**src/rtl/comparador_pkg.sv**
```systemverilog
// Shared types for the sequential magnitude comparator: FSM states and the
// one-hot result encoding {igual, maior, menor}.
package comparador_pkg;

   typedef enum logic [1:0] {
      IDLE    = 2'd0,
      COMPARA = 2'd1,
      FIM     = 2'd2
   } estado_t;

   typedef struct packed {
      logic igual;
      logic maior;
      logic menor;
   } resultado_t;

   localparam resultado_t RES_NENHUM = 3'b000;
   localparam resultado_t RES_IGUAL  = 3'b100;
   localparam resultado_t RES_MAIOR  = 3'b010;
   localparam resultado_t RES_MENOR  = 3'b001;

   // Selects the strict-order result from a digit comparison that differed.
   function automatic resultado_t res_desigual(input logic gt);
      return gt ? RES_MAIOR : RES_MENOR;
   endfunction

endpackage

```
**src/rtl/comparador_digito.sv**
```systemverilog
// Combinational unsigned comparator for one DIGITO-bit digit; lt = !eq & !gt.
module comparador_digito #(
   parameter int unsigned DIGITO = 4
) (
   input  logic [DIGITO-1:0] a,
   input  logic [DIGITO-1:0] b,
   output logic              eq,
   output logic              gt
);

   assign eq = (a == b);
   assign gt = (a > b);

endmodule

```
**src/rtl/comparador_magnitude_seq.sv**
```systemverilog
// Digit-serial magnitude comparator: walks both operands MSB-first, DIGITO bits
// per clock, stopping at the first differing digit. Signed mode uses offset binary.
module comparador_magnitude_seq
   import comparador_pkg::*;
#(
   parameter int unsigned LARGURA = 16,
   parameter int unsigned DIGITO  = 4
) (
   input  logic               clock,
   input  logic               reset_n,
   input  logic               inicio,
   input  logic [LARGURA-1:0] A,
   input  logic [LARGURA-1:0] B,
   input  logic               com_sinal,
   output logic               ocupado,
   output logic               pronto,
   output logic               igual,
   output logic               maior,
   output logic               menor
);

   localparam int unsigned N  = LARGURA / DIGITO;
   localparam int unsigned CW = (N > 1) ? $clog2(N) : 1;
   localparam logic [CW-1:0] ULTIMO = CW'(N - 1);

   estado_t            estado_q, estado_d;
   logic [LARGURA-1:0] a_q, a_d;
   logic [LARGURA-1:0] b_q, b_d;
   logic [CW-1:0]      cnt_q, cnt_d;
   resultado_t         res_q, res_d;
   logic               ocupado_q, ocupado_d;
   logic               pronto_q, pronto_d;

   logic               dig_eq;
   logic               dig_gt;
   logic [LARGURA-1:0] a_map;
   logic [LARGURA-1:0] b_map;

   comparador_digito #(
      .DIGITO (DIGITO)
   ) u_digito (
      .a  (a_q[LARGURA-1 -: DIGITO]),
      .b  (b_q[LARGURA-1 -: DIGITO]),
      .eq (dig_eq),
      .gt (dig_gt)
   );

   // Flipping the sign bit maps two's complement onto an order-preserving unsigned range.
   always_comb begin
      a_map = A;
      b_map = B;
      if (com_sinal) begin
         a_map[LARGURA-1] = ~A[LARGURA-1];
         b_map[LARGURA-1] = ~B[LARGURA-1];
      end
   end

   always_comb begin
      estado_d  = estado_q;
      a_d       = a_q;
      b_d       = b_q;
      cnt_d     = cnt_q;
      res_d     = res_q;
      ocupado_d = 1'b0;
      pronto_d  = 1'b0;

      case (estado_q)
         IDLE: begin
            if (inicio) begin
               a_d       = a_map;
               b_d       = b_map;
               cnt_d     = '0;
               res_d     = RES_NENHUM;
               ocupado_d = 1'b1;
               estado_d  = COMPARA;
            end
         end

         COMPARA: begin
            if (!dig_eq) begin
               res_d    = res_desigual(dig_gt);
               pronto_d = 1'b1;
               estado_d = FIM;
            end else if (cnt_q == ULTIMO) begin
               res_d    = RES_IGUAL;
               pronto_d = 1'b1;
               estado_d = FIM;
            end else begin
               a_d       = a_q << DIGITO;
               b_d       = b_q << DIGITO;
               cnt_d     = CW'(cnt_q + CW'(1));
               ocupado_d = 1'b1;
            end
         end

         FIM: begin
            estado_d = IDLE;
         end

         default: begin
            estado_d = IDLE;
         end
      endcase
   end

   always_ff @(posedge clock) begin
      if (!reset_n) begin
         estado_q  <= IDLE;
         a_q       <= '0;
         b_q       <= '0;
         cnt_q     <= '0;
         res_q     <= RES_NENHUM;
         ocupado_q <= 1'b0;
         pronto_q  <= 1'b0;
      end else begin
         estado_q  <= estado_d;
         a_q       <= a_d;
         b_q       <= b_d;
         cnt_q     <= cnt_d;
         res_q     <= res_d;
         ocupado_q <= ocupado_d;
         pronto_q  <= pronto_d;
      end
   end

   assign ocupado = ocupado_q;
   assign pronto  = pronto_q;
   assign igual   = res_q.igual;
   assign maior   = res_q.maior;
   assign menor   = res_q.menor;

endmodule

```
**config.mk**
```make
export PLATFORM = sky130hd
export DESIGN_NAME = comparador_magnitude_seq
export DESIGN_NICKNAME = d
export VERILOG_FILES = /design/src/rtl/comparador_pkg.sv /design/src/rtl/comparador_digito.sv /design/src/rtl/comparador_magnitude_seq.sv
export SDC_FILE = /design/constraint.sdc
export NUM_CORES = 1
export LEC_CHECK = 0
export ABC_AREA = 1
export BUFFER_PORTS_ARGS = -buffer_cell sky130_fd_sc_hd__buf_2
export CORE_ASPECT_RATIO = 1.75
export CORE_MARGIN = 3
export CORE_UTILIZATION = 37
export DETAILED_ROUTE_END_ITERATION = 8
export SLEW_MARGIN = 30
export SYNTH_ARGS = -nofsm -noshare
export SYNTH_HDL_FRONTEND = slang
export SYNTH_SLANG_ARGS = --single-unit
```
**constraint.sdc**
```tcl
create_clock -name clock -period 3.65 [get_ports clock]
set_clock_uncertainty 0.1 [all_clocks]
set_input_delay 0.365 -clock clock [delete_from_list [all_inputs] [get_ports clock]]
set_output_delay 0.365 -clock clock [all_outputs]
set_load 0.01 [all_outputs]
```
; ---- Word level (Yosys, flattened, before mapping)
; Index checks and enable logic that the tools add are counted.
[word_totals]
in_bits = 36
out_inout_bits = 5
ff_bits = 41
word_cells = 55
[op_classes]
eq_ne = 7
reduce_logical = 6
magnitude_cmp = 1
n_addsub = 1
mux = 29
bitwise_logic = 2
[ops]
columns = op, count
row1 = $mux 16, 6
row2 = $pmux 16 s2, 2
row3 = $mux 2, 7
row4 = $mux 3, 3
row5 = $pmux 2 s2, 2
row6 = $mux 1, 7
row7 = $ne 2x2->1 const B, 3
row8 = $pmux 3 s2, 1
row9 = $eq 4x4->1, 1
row10 = $gt 4x4->1, 1
row11 = $reduce_and 2->1, 2
row12 = $reduce_and 4->1, 1
row13 = $ne 3x3->1 const B, 1
row14 = $reduce_and 3->1, 1
row15 = $add 2x1->2 const B, 1
row16 = $eq 2x1->1 const B, 1
row17 = $eq 2x2->1 const B, 1
row18 = $logic_not 2->1, 1
row19 = $not 1->1, 2
row20 = $pmux 1 s2, 1
row21 = $reduce_bool 2->1, 1

; ---- Depth between registers and ports, before layout
[depth]
depth_word = 4
ltp_mapped = 9
depth_no_buf = 9

; ---- Modules after synthesis
; Synthesis repeated with hierarchy kept, for this count alone.
[hier_totals]
cells_unflattened = 350
hier_area_um2 = 2152.1
[by_module_without_submodules]
columns = module, area_per_inst_um2, seq_area_each_um2, n_inst, cells_per_inst
row1 = comparador_magnitude_seq, 2029.4, 820.8, 1, 331
row2 = comparador_digito, 122.6, 0.0, 1, 19

; ---- Worst setup path before layout
; Ideal clock, no wire load.
[synth_path]
path_kind = register -> register
startpoint = register b_q[15]
endpoint = register a_q[15]
required_ns = 3.418
path_stages_with_launch = 10
arrival_ns = 1.364
slack_ns = 2.054
period_less_slack_ns = 1.596
path_cell_list = dfxtp_1 inv_1 ha_1 nand2_1 nor2_2 nand3_4 buf_6 buf_6 nand3_1 a21oi_1
[synth_via]
elab_chain_cells = 3
[synth_lines]
columns = item, line
row1 = "start, declared", comparador_magnitude_seq.sv:28  ; logic [LARGURA-1:0] b_q, b_d;
row2 = "start signal, assigned", comparador_magnitude_seq.sv:110  ; b_q <= '0;
row3 = "start signal, assigned", comparador_magnitude_seq.sv:118  ; b_q <= b_d;
row4 = $eq 4x4->1, comparador_digito.sv:11  ; assign eq = (a == b);
row5 = $ne 2x2->1 (no line), -
row6 = $reduce_and 4->1 (no line), -
row7 = "end signal, assigned", comparador_magnitude_seq.sv:109  ; a_q <= '0;
row8 = "end signal, assigned", comparador_magnitude_seq.sv:117  ; a_q <= a_d;
row9 = "end, declared", comparador_magnitude_seq.sv:27  ; logic [LARGURA-1:0] a_q, a_d;
; No other way between the ends.
; A chain may end at the register's enable or synchronous reset.

; ---- Final worst setup path
[layout_path]
startpoint = register b_q[15]
endpoint = register a_q[14]
; Same word-level chain as after synthesis.

==> run_summary.xml <==
<?xml version="1.0" encoding="UTF-8"?>
<metrics>
  <group name="global_routing">
    <metric name="overflow" unit="">0</metric>
    <metric name="globalRouteTotalUtil" unit="%">15.4</metric>
    <metric name="met1_usage" unit="%">20.4</metric>
    <metric name="top_usage_layer" unit="">met2</metric>
    <metric name="grt.met2_usage" unit="%">24.1</metric>
    <metric name="grt_use_met3" unit="%">3.99</metric>
    <metric name="grt_start_max_net_pins" unit="">41</metric>
    <metric name="via_count_of_the_first_global_routing_pass" unit="">1636</metric>
    <metric name="initial_antenna_violation_count" unit="">0</metric>
    <metric name="wire_length_of_the_first_global_routing_pass" unit="um">7580</metric>
  </group>
  <group name="worst_setup_path">
    <metric name="critical_path_peak_fanout" unit="">38</metric>
    <metric name="critical_path_cell_list" unit="">inv_1 -&gt; ha_1 -&gt; nand2_1 -&gt; nor2_2 -&gt; nand3_4 -&gt; nand2_4 -&gt; nand2_1 -&gt; a21oi_1</metric>
    <metric name="critPathTopFamily" unit="">simple AND/OR/NAND/NOR gates</metric>
    <metric name="cp-startpoint" unit="">b_q[15]$_SDFFE_PN0P_</metric>
    <metric name="timing.critical_path.from_type" unit="">flip-flop</metric>
    <metric name="crit_path_end_kind" unit="">flip-flop</metric>
    <metric name="setup.worst_path.class" unit="">reg2reg</metric>
    <metric name="slowest_delay" unit="ns">0.42</metric>
    <metric name="worst-path-buf-inv" unit="">1</metric>
    <metric name="worstPathRequired" unit="ns">3.77</metric>
    <metric name="arrival_time_reported_for_the_critical_path_endpoint" unit="ns">2.32</metric>
    <metric name="worst_r2r_startpoint" unit="">b_q[15]$_SDFFE_PN0P_</metric>
    <metric name="slowest_library_cell_on_the_worst_path" unit="">nand2_4</metric>
    <metric name="crit_path_frequent_cell" unit="">nand2_1</metric>
  </group>
  <group name="clock_tree">
    <metric name="cts.sinks" unit="">41</metric>
    <metric name="cts.clk_slew.worst_paths" unit="ns">0.09</metric>
    <metric name="worst_skew_pair.late_latency" unit="ns">0.29</metric>
    <metric name="clk_path_buf_depth" unit="">2</metric>
    <metric name="cts.repair_timing.setup_buffer_count" unit="">0</metric>
    <metric name="cts_tree" unit="">built</metric>
    <metric name="htree_num_levels" unit="">2</metric>
    <metric name="ctsResizeCount" unit="">0</metric>
    <metric name="root_buffer" unit="">clkbuf_8</metric>
    <metric name="ctsHoldBuffers" unit="">0</metric>
    <metric name="cts_buffers" unit="">5</metric>
  </group>
  <group name="die">
    <metric name="placementRows" unit="">34</metric>
    <metric name="die_w" unit="um">61.8</metric>
    <metric name="die_y" unit="um">104</metric>
    <metric name="floorplan.io_pins" unit="">41</metric>
    <metric name="floorplan.core_area" unit="um^2">5100</metric>
    <metric name="die_area" unit="um^2">6400</metric>
    <metric name="initial_utilization" unit="%">39.4</metric>
  </group>
  <group name="yosys">
    <metric name="netlist_top_cells_area" unit="">dfxtp_1, nand2_1, a21oi_1, nand3_1, buf_6</metric>
    <metric name="leading_cell_type_by_number_of_instances_after_synthesis" unit="">nand2_1</metric>
    <metric name="post_synth_most_frequent_cells" unit="">nand2_1, dfxtp_1, a21oi_1</metric>
    <metric name="synthDominantCellAreaShare" unit="%">40.8</metric>
    <metric name="synth_top_cell_by_area" unit="">dfxtp_1</metric>
    <metric name="yosys_warnings" unit="">0</metric>
    <metric name="synth_ff_type" unit="">dfxtp_1</metric>
    <metric name="count_of_different_cell_masters_after_synthesis" unit="">22</metric>
    <metric name="synth_area_per_cell" unit="um^2">6.92</metric>
    <metric name="synth.ff_latch_count" unit="">41</metric>
    <metric name="synth-seq-area-share" unit="%">40.8</metric>
    <metric name="syn_inst" unit="">291</metric>
    <metric name="synth_edf_count" unit="">0</metric>
    <metric name="syn_nets" unit="">332</metric>
    <metric name="mapped_cell_area" unit="um^2">2010</metric>
    <metric name="postSynth.asyncResetShare" unit="%">0</metric>
  </group>
  <group name="layout">
    <metric name="final_antenna_diode_count" unit="">0</metric>
    <metric name="post_route_cells_drive_above_1_share" unit="%">18.3</metric>
    <metric name="finalNetCount" unit="">362</metric>
    <metric name="synthToLayoutAreaGrowth" unit="%">12.1</metric>
  </group>
  <group name="sta">
    <metric name="totalNegativeSetupSlack" unit="ns">0</metric>
    <metric name="relSlewSlack" unit="%">57.4</metric>
    <metric name="rsz0062_at_grt" unit="">false</metric>
    <metric name="timing.final.hold_violations" unit="">0</metric>
    <metric name="post-route-worst-setup-slack" unit="ns">1.45</metric>
    <metric name="fmax_achieved" unit="GHz">0.454</metric>
    <metric name="min_period_over_period" unit="%">60.3</metric>
    <metric name="report.final.setup_viol" unit="">0</metric>
    <metric name="timing_worst_slew_pin_value" unit="ns">0.639</metric>
    <metric name="finalHoldWorstSlack" unit="ns">0.233</metric>
    <metric name="final_period_minus_worst_setup_slack" unit="ns">2.20</metric>
    <metric name="slew_viol_final" unit="">0</metric>
  </group>
  <group name="routing">
    <metric name="drt-wirelength-per-cell" unit="um">12.8</metric>
    <metric name="dr.first_iter.drc_count" unit="">39</metric>
    <metric name="antenna_nets_post_route" unit="">0</metric>
    <metric name="avgViaCountPerCell" unit="">5.05</metric>
    <metric name="drcViolationCount" unit="">0</metric>
    <metric name="wl" unit="um">4800</metric>
    <metric name="detailroute.via_count" unit="">1900</metric>
    <metric name="drtPass1Iterations" unit="">4</metric>
  </group>
  <group name="place">
    <metric name="placement.io_buffers" unit="">40</metric>
    <metric name="pre_cts_slack" unit="ns">1.46</metric>
    <metric name="finalWeightedCongestion" unit="">0.780</metric>
    <metric name="dpl.hpwl" unit="um">3110</metric>
  </group>
  <group name="power">
    <metric name="vdd_drop_max" unit="mV">0.301</metric>
    <metric name="cellPowerDensity" unit="nW/um^2">514</metric>
    <metric name="design_power_total" unit="mW">1.16</metric>
    <metric name="power.leakage" unit="nW">1.06</metric>
  </group>
  <group name="job">
    <metric name="drv_cap" unit="">0</metric>
  </group>
  <group name="run_status">
    <metric name="run_status" unit="">complete, no violations</metric>
  </group>
  <group name="hold_path">
    <metric name="timing.hold.worst.class" unit="">in2reg</metric>
    <metric name="holdCritStartpoint" unit="">A[0]</metric>
  </group>
</metrics>
==> routing by layer <==
metal / vias up / wire [um] / part of all wire, %
li1: 999 / - / -
met1: 853 / 2050 / 43
met2: 43 / 2460 / 51
met3: 5 / 247 / 5.1
met4: 0 / 46 / 0.96
met5: - / 0 / 0
==> worst min-delay path, delay by kind of cell <==
kind            cells  cell delay (ns)
compound gates      1             0.06
buf+inv             1             0.09
simple gates        1             0.07
==> cells by family (layout without fill, tap and decap cells) <==
logic type                 after synthesis  count (layout)  share of synthesized area [%]
AOI/OAI and AO/OA                       44              44                           11.3
adders and majority gates                5               5                           3.11
buffers and inverters                   34              65                           9.01
DFF                                     41              41                           40.8
and+or+nand+nor                        167             167                           35.8
==> through the flow <==
step	cells	util, %	cell area [um^2]
after CTS	376	44.2	2260
after global placement	368	42.5	2170
after detailed placement	368	42.5	2170
after global routing	376	44.2	2260
after floorplan	291	-	2010
final	376	44.2	2260
==> placed cells by master (no fill, tap or decap), types with 2 or more instances in the layout <==
master	netlist	final
clkinv_2	0	2
nand4_1	6	6
dfxtp_1	41	41
nand3_1	36	36
nand2_1	109	109
buf_4	0	2
a21oi_1	37	37
clkbuf_8	0	5
buf_2	7	40
a21boi_1	2	2
o21ai_0	4	4
nor2_1	10	10
inv_2	4	4
ha_1	5	5
inv_1	11	11
==> state kept, by name (all words and copies together), names as in the netlist <==
| name | cells |
|---|---|
| a_q | 16 |
| b_q | 16 |
| cnt_q | 2 |
| estado_q | 2 |
| igual | 1 |
| maior | 1 |
| menor | 1 |
| ocupado | 1 |
| pronto | 1 |
==> worst paths after layout <==
check                           to  cells past startpoint  slack [ns]
max           a_q[14]$_SDFFE_PN0P_                      8        1.45
min            a_q[0]$_SDFFE_PN0P_                      3        0.23
max reg2reg   a_q[14]$_SDFFE_PN0P_                      8        1.45
min reg2reg  cnt_q[0]$_SDFFE_PN0P_                      1        0.38
==> layout make-up <==
class	instances	area, um^2
Fill cell	588	2850
Clock buffer	5	68.8
Multi-Input combinational cell	216	1010
Inverter	15	56.3
Timing Repair Buffer	42	215
Sequential cell	41	821
Tap cell	54	67.6
Clock inverter	3	17.5
==> power breakdown <==
part	internal, mW	switching (mW)	total, mW
Clock	0.132	0.168	0.300
Combinational	0.113	0.215	0.328
Sequential	0.505	0.0275	0.533
No activity file was read; power rests on OpenSTA's default activity.
